<file path="src/rtl/lock_pkg.sv">
// Shared encodings and constants for the keypad lock sequencer.
package lock_pkg;

  typedef enum logic [2:0] {
    UNLOCK_READ1 = 3'd0,
    UNLOCK_READ2 = 3'd1,
    UNLOCK_CHECK = 3'd2,
    LOCK_READ    = 3'd3,
    LOCK_CHECK   = 3'd4,
    LOCKOUT      = 3'd5
  } lock_state_e;

  localparam logic [3:0] KEY_NONE = 4'h0;

  // Factory code: all ones in the low 'width' bits.
  function automatic logic [63:0] default_passcode(input int width);
    logic [63:0] code;
    code = '0;
    for (int i = 0; i < 64; i++)
      if (i < width) code[i] = 1'b1;
    return code;
  endfunction

endpackage

</file>
<file path="src/rtl/key_press_detect.sv">
// Keypad edge detector: one strobe per key-down, a held or changed key is not a new press.
module key_press_detect
  import lock_pkg::*;
(
  input  logic       clock,
  input  logic       reset,
  input  logic [3:0] key,
  output logic       press,
  output logic [3:0] digit
);

  logic [3:0] key_prev;

  always_ff @(posedge clock or negedge reset) begin
    if (!reset) key_prev <= KEY_NONE;
    else        key_prev <= key;
  end

  assign press = (key != KEY_NONE) && (key_prev == KEY_NONE);
  assign digit = key;

endmodule

</file>
<file path="src/rtl/lock_entry_sequencer.sv">
// Keypad lock user flow: set-and-confirm to lock, compare to unlock,
// failed-attempt lockout and inactivity discard of partial entries.
module lock_entry_sequencer
  import lock_pkg::*;
#(
  parameter int PASSCODE_LENGTH = 4,
  parameter int PASSCODE_WIDTH  = 4*PASSCODE_LENGTH,
  parameter int MAX_ATTEMPTS    = 3,
  parameter int LOCKOUT_CYCLES  = 50000000,
  parameter int TIMEOUT_CYCLES  = 250000000
) (
  input  logic                                 clock,
  input  logic                                 reset,
  input  logic [3:0]                           key,
  output logic                                 locked,
  output logic                                 lockout,
  output logic                                 error,
  output logic [$clog2(PASSCODE_LENGTH+1)-1:0] digit_count,
  output logic [2:0]                           state
);

  localparam int CW = $clog2(PASSCODE_LENGTH+1);
  localparam int FW = $clog2(MAX_ATTEMPTS+1);
  localparam int LW = $clog2(LOCKOUT_CYCLES+1);
  localparam int TW = $clog2(TIMEOUT_CYCLES+1);
  localparam logic [CW-1:0]             FULL         = CW'(PASSCODE_LENGTH);
  localparam logic [FW-1:0]             MAX_FAIL     = FW'(MAX_ATTEMPTS);
  localparam logic [PASSCODE_WIDTH-1:0] DEFAULT_CODE = PASSCODE_WIDTH'(default_passcode(PASSCODE_WIDTH));

  logic       press;
  logic [3:0] digit;

  key_press_detect u_kpd (
    .clock (clock),
    .reset (reset),
    .key   (key),
    .press (press),
    .digit (digit)
  );

  lock_state_e               state_q, state_d;
  logic [PASSCODE_WIDTH-1:0] entry1_q, entry1_d, entry2_q, entry2_d, stored_q, stored_d;
  logic [CW-1:0]             count_q, count_d, count_inc;
  logic [FW-1:0]             fail_q, fail_d, fail_inc;
  logic [TW-1:0]             idle_q, idle_d;
  logic [LW-1:0]             lock_tmr_q, lock_tmr_d;
  logic                      locked_q, locked_d, lockout_q, lockout_d, error_q, error_d;
  logic                      reading, idle_run;

  always_ff @(posedge clock or negedge reset) begin
    if (!reset) begin
      state_q    <= UNLOCK_READ1;
      entry1_q   <= '0;
      entry2_q   <= '0;
      stored_q   <= DEFAULT_CODE;
      count_q    <= '0;
      fail_q     <= '0;
      idle_q     <= '0;
      lock_tmr_q <= '0;
      locked_q   <= 1'b0;
      lockout_q  <= 1'b0;
      error_q    <= 1'b0;
    end else begin
      state_q    <= state_d;
      entry1_q   <= entry1_d;
      entry2_q   <= entry2_d;
      stored_q   <= stored_d;
      count_q    <= count_d;
      fail_q     <= fail_d;
      idle_q     <= idle_d;
      lock_tmr_q <= lock_tmr_d;
      locked_q   <= locked_d;
      lockout_q  <= lockout_d;
      error_q    <= error_d;
    end
  end

  always_comb begin
    state_d    = state_q;
    entry1_d   = entry1_q;
    entry2_d   = entry2_q;
    stored_d   = stored_q;
    count_d    = count_q;
    fail_d     = fail_q;
    idle_d     = idle_q;
    lock_tmr_d = lock_tmr_q;
    locked_d   = locked_q;
    lockout_d  = lockout_q;
    error_d    = 1'b0;

    reading   = (state_q == UNLOCK_READ1) || (state_q == UNLOCK_READ2) || (state_q == LOCK_READ);
    idle_run  = reading && ((state_q == UNLOCK_READ2) || (count_q != '0));
    count_inc = count_q + 1'b1;
    fail_inc  = (fail_q < MAX_FAIL) ? fail_q + 1'b1 : fail_q;

    // A press in the expiry cycle takes priority and reloads the idle timer.
    if (reading && press) begin
      idle_d  = TW'(TIMEOUT_CYCLES);
      count_d = count_inc;
      if (state_q == UNLOCK_READ2) entry2_d = (entry2_q << 4) | PASSCODE_WIDTH'(digit);
      else                         entry1_d = (entry1_q << 4) | PASSCODE_WIDTH'(digit);
      if (count_inc == FULL) begin
        case (state_q)
          UNLOCK_READ1: begin
            state_d = UNLOCK_READ2;
            count_d = '0;
          end
          UNLOCK_READ2: state_d = UNLOCK_CHECK;
          default:      state_d = LOCK_CHECK;
        endcase
      end
    end else if (idle_run) begin
      if (idle_q <= TW'(1)) begin
        entry1_d = '0;
        entry2_d = '0;
        count_d  = '0;
        state_d  = (state_q == LOCK_READ) ? LOCK_READ : UNLOCK_READ1;
      end else begin
        idle_d = idle_q - 1'b1;
      end
    end

    case (state_q)
      UNLOCK_CHECK: begin
        entry1_d = '0;
        entry2_d = '0;
        count_d  = '0;
        if (entry1_q == entry2_q) begin
          stored_d = entry1_q;
          locked_d = 1'b1;
          state_d  = LOCK_READ;
        end else begin
          error_d = 1'b1;
          state_d = UNLOCK_READ1;
        end
      end
      LOCK_CHECK: begin
        entry1_d = '0;
        entry2_d = '0;
        count_d  = '0;
        if (entry1_q == stored_q) begin
          locked_d = 1'b0;
          fail_d   = '0;
          state_d  = UNLOCK_READ1;
        end else begin
          error_d = 1'b1;
          fail_d  = fail_inc;
          if (fail_inc == MAX_FAIL) begin
            lockout_d  = 1'b1;
            lock_tmr_d = LW'(LOCKOUT_CYCLES);
            state_d    = LOCKOUT;
          end else begin
            state_d = LOCK_READ;
          end
        end
      end
      LOCKOUT: begin
        if (lock_tmr_q <= LW'(1)) begin
          lockout_d = 1'b0;
          fail_d    = '0;
          state_d   = LOCK_READ;
        end else begin
          lock_tmr_d = lock_tmr_q - 1'b1;
        end
      end
      default: ;
    endcase
  end

  assign locked      = locked_q;
  assign lockout     = lockout_q;
  assign error       = error_q;
  assign digit_count = count_q;
  assign state       = state_q;

endmodule
</file>
<file path="config.mk">
export PLATFORM = sky130hd
export DESIGN_NAME = lock_entry_sequencer
export DESIGN_NICKNAME = d
export VERILOG_FILES = /design/src/rtl/lock_pkg.sv /design/src/rtl/key_press_detect.sv /design/src/rtl/lock_entry_sequencer.sv
export SDC_FILE = /design/constraint.sdc
export NUM_CORES = 1
export LEC_CHECK = 0
export ABC_AREA = 1
export CELL_PAD_IN_SITES_DETAIL_PLACEMENT = 1
export CELL_PAD_IN_SITES_GLOBAL_PLACEMENT = 1
export CORE_AREA = 2 2 125 127
export DETAILED_ROUTE_END_ITERATION = 10
export DIE_AREA = 0 0 127 129
export DONT_BUFFER_PORTS = 1
export HOLD_SLACK_MARGIN = 0.08
export PLACE_DENSITY = 0.9
export SYNTH_ARGS = -nofsm -noshare
export SYNTH_HDL_FRONTEND = slang
export SYNTH_SLANG_ARGS = --single-unit
export TNS_END_PERCENT = 100
</file>
<file path="constraint.sdc">
create_clock -name clock -period 3.4 [get_ports clock]
set_input_delay 0.68 -clock clock [delete_from_list [all_inputs] [get_ports clock]]
set_output_delay 0.68 -clock clock [all_outputs]
set_load 0.02 [all_outputs]
</file>
## Word level (Yosys, flattened, before mapping)

Index checks and enable logic that the tools add are counted.

- Register bits: 117
- Input bits: 6
- Output and inout port bits: 9
- Logic and storage cells: 110

- $add $sub $neg: 4
- Magnitude comparators: 3
- Eq/ne operators: 18
- Muxes and demuxes: 46
- Bitwise gates (word level): 2
- Reduce and logical (&&, ||, !) cells: 25

Operators by type and width:

| kind | number |
|---|---|
| 2-to-1 mux 16 bit | 8 |
| 2-to-1 mux 28 bit | 3 |
| 2-to-1 mux 26 bit | 3 |
| one-hot mux 26 bit (2 select lines) | 1 |
| 2-to-1 mux 3 bit | 13 |
| == test 16 bit | 2 |
| OR 16 x 4 -> 16 bit | 2 |
| less-or-equal comparator 28 x 1 -> 1 bit, second input constant | 1 |
| subtractor 28 x 1 -> 28 bit, second input constant | 1 |
| less-or-equal comparator 26 x 1 -> 1 bit, second input constant | 1 |
| subtractor 26 x 1 -> 26 bit, second input constant | 1 |
| inequality test 2 bit, second input constant | 7 |
| 2-to-1 mux 2 bit | 5 |
| == test 3 bit, second input constant | 3 |
| one-hot mux 3 bit (3 select lines) | 1 |
| AND reduction 3 bit | 3 |
| nonzero test 3 bit | 3 |
| AND reduction 2 bit | 4 |
| AND reduction 4 bit | 2 |
| 2-to-1 mux 1 bit | 7 |
| == test 3 x 2 -> 1 bit, second input constant | 2 |
| one-hot mux 1 bit (2 select lines) | 3 |
| one-hot mux 3 bit (2 select lines) | 1 |
| nonzero test 2 bit | 3 |
| other kinds (14) | 18 |

## Longest topological paths before layout

Gate-level depths: netlist (run 1).

- Depth in word-level cells: 8
- Gate-level depth with buffers: 13
- Mapped depth without buffers: 12

## Hierarchy

From an unflattened synthesis (run 1), not the netlist that was laid out.

- Cells, all modules: 1031
- Area total of the unflattened synthesis: 7168.1 µm²

Modules (own cells, without submodules):

| module | times used | cells an instance | area each (µm²) | sequential area each (µm²) |
|---|---|---|---|---|
| lock_entry_sequencer | 1 | 1012 | 6994.2 | 2847.7 |
| key_press_detect | 1 | 19 | 173.9 | 100.1 |

## Worst setup path after synthesis (run 1)

No wires, ideal clock.

- Path type: flip-flop to flip-flop
- From: register lock_tmr_q[0]
- To: register lock_tmr_q[19]
- Library setup time: 0.117 ns
- Data arrival time: 1.639 ns
- Data required time: 3.283 ns
- Path slack: 1.644 ns
- Cell stages (with the launch flop): 13
- Period minus slack after synthesis: 1.756 ns
- Cells stage by stage: dfrtp_1 -> inv_1 -> ha_1 -> nand2_1 -> nor2_2 -> nand3_1 -> nand2_1 -> nand2_2 -> nand2_4 -> nand2_4 -> buf_6 -> nand2_1 -> nand2_1

- Word-level cells in the longest chain between the ends: 3
- Elaborated cells between the ends (all ways): 6

RTL lines:

| item | line | RTL |
|---|---|---|
| from (decl) | lock_entry_sequencer.sv:46 | `logic [LW-1:0] lock_tmr_q, lock_tmr_d;` |
| from (signal assigned) | lock_entry_sequencer.sv:71 | `lock_tmr_q <= lock_tmr_d;` |
| subtractor 26 x 1 -> 26 bit or less-or-equal comparator 26 x 1 -> 1 bit (tied branches) | lock_entry_sequencer.sv:163, lock_entry_sequencer.sv:158 |  |
| 2-to-1 mux 26 bit or inequality test 2 bit (tied branches) | -- |  |
| one-hot mux 26 bit (2 select lines) or AND reduction 4 bit (tied branches) | -- |  |

Parallel ways exist; a longest one is shown, timed or not. The select of a mux whose other input is x is not followed.
A chain may end at the register's enable or synchronous reset.

## Worst setup path after layout (run 1)

- From: register state_q[2] (netlist: state[2])
- To: register lock_tmr_q[6]

- Word-level cells in the longest chain between the ends: 3
- Elaborated cells between the ends (all ways): 8

RTL lines:

| item | line | RTL |
|---|---|---|
| from (decl) | lock_entry_sequencer.sv:41 | `lock_state_e state_q, state_d;` |
| from (signal assigned) | lock_entry_sequencer.sv:64 | `state_q <= state_d;` |
| == test 3 bit | lock_entry_sequencer.sv:123 | `case (state_q)` |
| inequality test 2 bit (no source line) or nonzero test 2 bit (tied branches) | -- |  |
| AND reduction 4 bit (no source line) | -- |  |

Parallel ways exist; a longest one is shown, timed or not.

==> results of run 1 <==
## layout make-up
class                      count  area [µm²]  area share
clock buffer                  21       470.5     0.06065
tap                          188       235.2     0.03032
multi-input combinational    798        3540      0.4563
sequential                   117        2948      0.3800
clock inverter                11       125.1     0.01613
inverter                      89       334.1     0.04306
timing repair buffer          10       105.1     0.01355
## worst min-delay path by stage
stage / slack [ns] / endpoint / cells after the start
2_1_floorplan: 0.38 / digit_count[0]$_DFFE_PN0P_ / 0
3_3_place_gp: 0.39 / idle_q[13]$_DFFE_PN0P_ / 0
3_5_place_dp: 0.39 / idle_q[13]$_DFFE_PN0P_ / 0
4_1_cts: 0.08 / stored_q[13]$_DFFE_PN1P_ / 0
5_1_grt: 0.08 / stored_q[8]$_DFFE_PN1P_ / 0
6_report: 0.10 / stored_q[8]$_DFFE_PN1P_ / 0
## layer usage
layer  routed length (µm)  GRT usage
met1                 9019     0.3158
met2                10400     0.4750
met3                  708    0.05281
met4                  301    0.09244
met5                    0          0
## metrics by stage
stage / hold slack, ns / setup WS [ns] / total power [mW]
finish: 0.1000 / 0.7237 / 3.252
global route: 0.08124 / 0.4326 / 3.340
CTS: 0.08164 / 0.7226 / 3.274
detailed placement: 0.3874 / 0.7628 / 1.424
global placement: 0.3878 / 0.8821 / 1.423
floorplan: 0.3844 / 1.644 / 1.423
## power breakdown
part	leakage, nW	switching, mW	total (mW)	internal [mW]
clock	0.278	0.679	1.81	1.14
sequential	1.47	0.000731	1.40	1.40
combinational	2.36	0.0320	0.0393	0.00731
total	4.12	0.711	3.25	2.54
## registers in the layout, indices dropped and copies added, names as in the netlist
| signal | count |
|---|---|
| idle_q | 28 |
| lock_tmr_q | 26 |
| entry1_q | 16 |
| entry2_q | 16 |
| stored_q | 16 |
| u_kpd.key_prev | 4 |
| digit_count | 3 |
| state | 3 |
| fail_q | 2 |
| error | 1 |
| locked | 1 |
| lockout | 1 |
## cells in the final DEF (no fill, tap or decap), types with 4 or more instances in the layout
| master | Yosys | final |
|---|---|---|
| nand2_4 | 5 | 5 |
| nand4_1 | 9 | 9 |
| or2_2 | 7 | 7 |
| buf_4 | 1 | 5 |
| inv_2 | 7 | 7 |
| nor2_1 | 164 | 163 |
| nand2_1 | 435 | 435 |
| dfrtp_1 | 101 | 101 |
| inv_1 | 81 | 81 |
| xnor2_1 | 16 | 16 |
| clkbuf_16 | 0 | 17 |
| dfstp_2 | 16 | 16 |
| nand3b_1 | 4 | 4 |
| o21ai_0 | 40 | 40 |
| clkinvlp_4 | 0 | 5 |
| ha_1 | 7 | 7 |
| nand3_1 | 69 | 69 |
| nor2_2 | 4 | 5 |
| dlygate4sd3_1 | 0 | 4 |
| xor2_1 | 24 | 24 |
## kinds of logic after synthesis
kind of cell	Yosys count	share of synthesized area
adder cells (fa/ha/maj)	7	0.01257
AND/OR/NAND/NOR	706	0.4118
buffers and inverters	112	0.06914
flip-flops	117	0.4231
XOR/XNOR	40	0.05029
AO/OA/AOI/OAI	45	0.03305
==> impl_metrics.py, run 1 <==
metrics = {
    "synth": {
        "synthDistinctLibCells": 31,
        "postSynthCellCount": 1027,
        "synth_edf_count": 0,
        "async_flop_share": 1.000,
        "synth_area_leaders": "dfrtp_1, nand2_1, nor2_1, dfstp_2, nand3_1",
        "ys.warnings.count": 0,
        "ys_ff_latch": 117,
        "synth_fp_nets": 1040,
        "seq_area_frac_synth": 0.4231,
        "synth-main-ff-cell": "dfrtp_1",
        "netlist_top_cells_count": "nand2_1, nor2_1, dfrtp_1",
        "synth_top_area_frac": 0.3628,
        "syn_area_mm2": 0.006967,
        "yosysMostFrequentCell": "nand2_1",
        "avgSynthCellArea_um2": 6.784,
        "synth_area_leader_cell": "dfrtp_1",
    },
    "power": {
        "ir_drop_mv": 0.4118,
        "cellLeakagePower_nw": 4.115,
        "p_per_area_mw_per_mm2": 419.2,
    },
    "global_route": {
        "grt_pass1_vias": 7012,
        "grt_use_total": 0.2640,
        "grt_pass1_wl_mm": 33.91,
        "grt_antenna_before_repair": 0,
        "gr-total-overflow": 0,
        "grt_max_degree": 102,
    },
    "worst_setup_path": {
        "rrSetupSlack_ns": 0.72,
        "setup.worst_path.end": "lock_tmr_q[6]$_DFFE_PN0P_",
        "crit_top_cell": "nand2_1",
        "worstSetupStartpoint": "state[2]$_DFF_PN0_",
        "path_buf_inv": 3,
        "r2r_start": "state[2]$_DFF_PN0_",
        "critPathArrivalTime_ns": 2.99,
        "r2r_cells": 9,
        "r2r-end": "lock_tmr_q[6]$_DFFE_PN0P_",
        "path_delay_family": "simple AND/OR/NAND/NOR gates",
        "slowest_stage": "dfrtp_1",
        "cp_max_fo": 26,
        "critPathCaptureType": "register",
        "worst_ep_required_time_ns": 3.71,
        "crit_path_cell_trace": "inv_1 > nor2_2 > nand2_1 > buf_4 > clkinv_1 > nand2_4 > nand2_4 > nand2_1 > nand2_1",
        "worst_setup_path_start_kind": "register",
        "worstSetupPathType": "reg2reg",
        "cpPeakStageDelay_ns": 0.49,
        "path_depth": 9,
    },
    "cells_and_area": {
        "area_growth_pct": 11.35,
        "drive_gt1_frac": 0.07744,
        "design_area_mm2": 0.007757,
        "num-fill-cells": 1976,
        "final_util": 0.5180,
        "fin_nets": 1046,
        "final_cells": 1234,
        "diodes": 0,
    },
    "timing": {
        "max_freq_mhz": 373.7,
        "setup_viol": 0,
        "grt_setup_unrepaired": "no",
        "fin_tns_setup_ns": 0,
        "worst_pin_slew_ns": 0.5900,
        "min_period_ns": 2.676,
        "final_hold_viol_count": 0,
        "maxSlewHeadroom": 0.6054,
        "finalCritPeriodShare": 0.7871,
        "fin_skew_ns": 0.01293,
        "slew_violations": 0,
    },
    "drt": {
        "ant_nets": 0,
        "drc_errors": 0,
        "drt_iter0_drc": 291,
        "wirelength_mm": 20.43,
        "drtPass1Iterations": 5,
        "avgRoutedWirePerCell_um": 16.56,
        "via_count": 6532,
        "via_per_inst": 5.293,
    },
    "place": {
        "dp_hpwl_mm": 13.10,
        "place.port_buffers": 0,
        "gp_congestion": 0.8979,
        "dpl.cell_count": 1197,
        "placed_cell_area_mm2": 0.007094,
    },
    "run": {
        "drv_cap": 0,
    },
    "cts": {
        "cts_setup_buffers": 0,
        "clk_path_buf_depth": 2,
        "clk_pin_slew_ns": 0.05,
        "cts-root-buf": "clkbuf_16",
        "cts_tree": "done",
        "cts-resized-gates": 0,
        "clk_latency_ns": 0.43,
        "clock-sinks": 117,
        "hold_buffers": 2,
        "htree_levels": 4,
        "numCtsBuffers": 17,
    },
    "floorplanning": {
        "core-area_mm2": 0.01498,
        "die_w_um": 127,
        "ioPinCount": 15,
        "rows": 45,
        "fp.dieArea_mm2": 0.01638,
        "die_h_um": 129,
        "start_util": 0.4652,
    },
    "status": {
        "status": "finished clean",
    },
    "hold_path": {
        "hold_path.class": "in2async",
    },
}
(Power assumes the default switching activity.)
==> inputs of run 2 (changes only) <==
--- a/config.mk
+++ b/config.mk
@@ -8,12 +8,12 @@
 export ABC_AREA = 1
 export CELL_PAD_IN_SITES_DETAIL_PLACEMENT = 1
 export CELL_PAD_IN_SITES_GLOBAL_PLACEMENT = 1
-export CORE_AREA = 2 2 125 127
+export CORE_AREA = 2 2 132 134
 export DETAILED_ROUTE_END_ITERATION = 10
-export DIE_AREA = 0 0 127 129
+export DIE_AREA = 0 0 134 136
 export DONT_BUFFER_PORTS = 1
 export HOLD_SLACK_MARGIN = 0.08
-export PLACE_DENSITY = 0.9
+export PLACE_DENSITY = 0.85
 export SYNTH_ARGS = -nofsm -noshare
 export SYNTH_HDL_FRONTEND = slang
 export SYNTH_SLANG_ARGS = --single-unit
==> constraint.sdc (replaced) <==
create_clock -name clock -period 2.4 [get_ports clock]
set_input_delay 0.48 -clock clock [delete_from_list [all_inputs] [get_ports clock]]
set_output_delay 0.48 -clock clock [all_outputs]
set_load 0.02 [all_outputs]
==> run 2 against run 1 <==
The flow now finishes with violations (negative hold slack). Count of clock-buffer cells in the layout shrank 4. Cell area grew 1.4%. Hold slack lost 0.36 ns. First-iteration DRC count shrank 15%. Global-route usage shrank 3.9 points. Maximum frequency grew 24%. Non-clock buffer count grew 10. Utilization shrank 5.2 points. Die area grew 11%. Sequential share of layout area shrank 0.53 points. Critical path type unchanged. Largest cell class unchanged. Largest power group unchanged.
==> impl_metrics.py, run 2 (same netlist as run 1, synthesis figures left out) <==
metrics = {
    "drt": {
        "drc_errors": 0,
        "ant_nets": 0,
        "drt_iter0_drc": 247,
        "avgRoutedWirePerCell_um": 14.90,
        "via_count": 6416,
        "via_per_inst": 5.009,
        "wirelength_mm": 19.08,
        "drtPass1Iterations": 4,
    },
    "global_route": {
        "grt_antenna_before_repair": 0,
        "busiest_layer": "met2",
        "grt_use_met2": 0.4100,
        "use_met3": 0.03990,
        "use_met1": 0.2699,
        "gr-total-overflow": 0,
        "grt_max_degree": 118,
        "grt_pass1_vias": 6750,
        "grt_use_total": 0.2248,
        "grt_pass1_wl_mm": 32.75,
    },
    "power": {
        "p_sw_mw": 1.137,
        "swShare": 0.2463,
        "comb_power_share": 0.002,
        "seqPwrFrac": 0.428,
        "internal-power_mw": 3.480,
        "cellLeakagePower_nw": 4.173,
        "pwr-share-clk": 0.570,
        "p_per_area_mw_per_mm2": 586.9,
        "ir_drop_mv": 0.4954,
        "finalPower_mw": 4.617,
    },
    "worst_setup_path": {
        "cpPeakStageDelay_ns": 0.43,
        "rrSetupSlack_ns": 0.24,
        "cp_max_fo": 16,
        "worst_ep_required_time_ns": 2.72,
        "slowest_stage": "dfrtp_1",
        "crit_top_cell": "nand2_1",
        "critPathArrivalTime_ns": 2.48,
        "crit_path_cell_trace": "inv_1 > ha_1 > o21ai_0 > nor2_1 > nand3_1 > nor2_1 > nand2_1 > nand2_4 > nand2_4 > nand2_1 > nand2_1",
        "worstSetupPathType": "reg2reg",
        "critPathCaptureType": "register",
        "worst_setup_path_start_kind": "register",
    },
    "timing": {
        "worst_pin_slew_ns": 0.4670,
        "slew_violations": 0,
        "final_hold_viol_count": 117,
        "fin_skew_ns": 0.01013,
        "maxSlewHeadroom": 0.6882,
        "setup_viol": 0,
        "max_freq_mhz": 463.7,
        "fin_tns_setup_ns": 0,
        "grt_setup_unrepaired": "no",
        "fin_hold_ws_ns": -0.2634,
        "finalCritPeriodShare": 0.8986,
        "min_period_ns": 2.157,
    },
    "status": {
        "status": "finished with violations",
        "violations": "negative hold slack",
    },
    "cts": {
        "htree_levels": 4,
        "cts_setup_buffers": 0,
        "clk_pin_slew_ns": 0.07,
        "cts-resized-gates": 0,
        "clock-sinks": 117,
        "hold_buffers": 4,
        "cts-root-buf": "clkbuf_16",
        "numCtsBuffers": 17,
        "cts_tree": "done",
        "clk_path_buf_depth": 2,
        "clk_latency_ns": 0.43,
    },
    "cells_and_area": {
        "final_cell_mix": "nand2_1, nor2_1, dfrtp_1, inv_1, nand3_1",
        "reg_top3": "idle_q x28, lock_tmr_q x26",
        "final_common_cell": "nand2_1",
        "largest_register_ffs": 28,
        "final_cells": 1281,
        "fin_nets": 1056,
        "diodes": 0,
        "area_growth_pct": 12.93,
        "seq_area_mm2": 0.002948,
        "drive_gt1_frac": 0.08712,
        "multi_input_area_mm2": 0.003540,
        "top_register": "idle_q",
        "num-fill-cells": 2194,
    },
    "place": {
        "place.port_buffers": 0,
        "gp_congestion": 0.9111,
        "dpl.cell_count": 1245,
        "dp_hpwl_mm": 13.44,
    },
    "hold_path": {
        "hold_path.class": "in2async",
    },
    "floorplanning": {
        "die_h_um": 136,
        "fp.dieArea_mm2": 0.01822,
        "die_w_um": 134,
        "core-area_mm2": 0.01688,
        "rows": 48,
        "ioPinCount": 15,
        "start_util": 0.4128,
    },
    "run": {
        "drv_cap": 0,
    },
}
-- run 2: layer usage --
metal	up-vias	routed length (µm)
met5	-	0
met4	0	273
met3	22	515
met2	59	9767
met1	3147	8527
li1	3188	-
-- run 2: final cells by class --
| type | instances | share of cell area |
|---|---|---|
| well taps | 225 | 0.03578 |
| repair buffers | 20 | 0.02036 |
| clock inverters | 15 | 0.02274 |
| clock buffers | 17 | 0.05407 |
| flip-flops and latches | 117 | 0.3747 |
| multi-input cells | 798 | 0.4499 |
| inverters | 89 | 0.04246 |
-- run 2: power by group through the flow --
stage                     clock (mW)  combinational, mW  sequential (mW)
after floorplan                    0            0.00205             2.01
after global placement             0            0.00361             2.01
after detailed placement           0            0.00379             2.01
after CTS                       2.68            0.00920             1.98
after global routing            2.76            0.00991             1.98
final                           2.63            0.00919             1.98
-- run 2: critical path: cells and delay by family (launching register included) --
family / cells / cell delay, ns
simple gates: 8 / 1.06
flops: 1 / 0.43
fa+ha+maj: 1 / 0.29
compound gates: 1 / 0.14
buf+inv: 1 / 0.13
-- run 2: metrics by stage --
stage,area [µm²],worst slack [ns],utilization
after floorplan,6967,0.6442,-
final,7868,0.2434,0.4662
after CTS,7868,0.2420,0.4662
after global placement,7223,0.4985,0.4280
after global routing,7868,0.03363,0.4662
after detailed placement,7223,0.3114,0.4280
-- run 2: path summary, 6_finish.rpt --
kind                                    startpoint                          end  cells past startpoint
setup / recovery             idle_q[0]$_DFFE_PN0P_      entry1_q[7]$_DFFE_PN0P_                     11
min in group clock                          key[0]      entry1_q[0]$_DFFE_PN0P_                      2
hold reg to reg            stored_q[1]$_DFFE_PN1P_      stored_q[1]$_DFFE_PN1P_                      2
hold / removal                               reset  u_kpd.key_prev[1]$_DFF_PN0_                      0
setup reg to reg             idle_q[0]$_DFFE_PN0P_      entry1_q[7]$_DFFE_PN0P_                     11
max in group asynchronous                    reset      stored_q[8]$_DFFE_PN1P_                      0
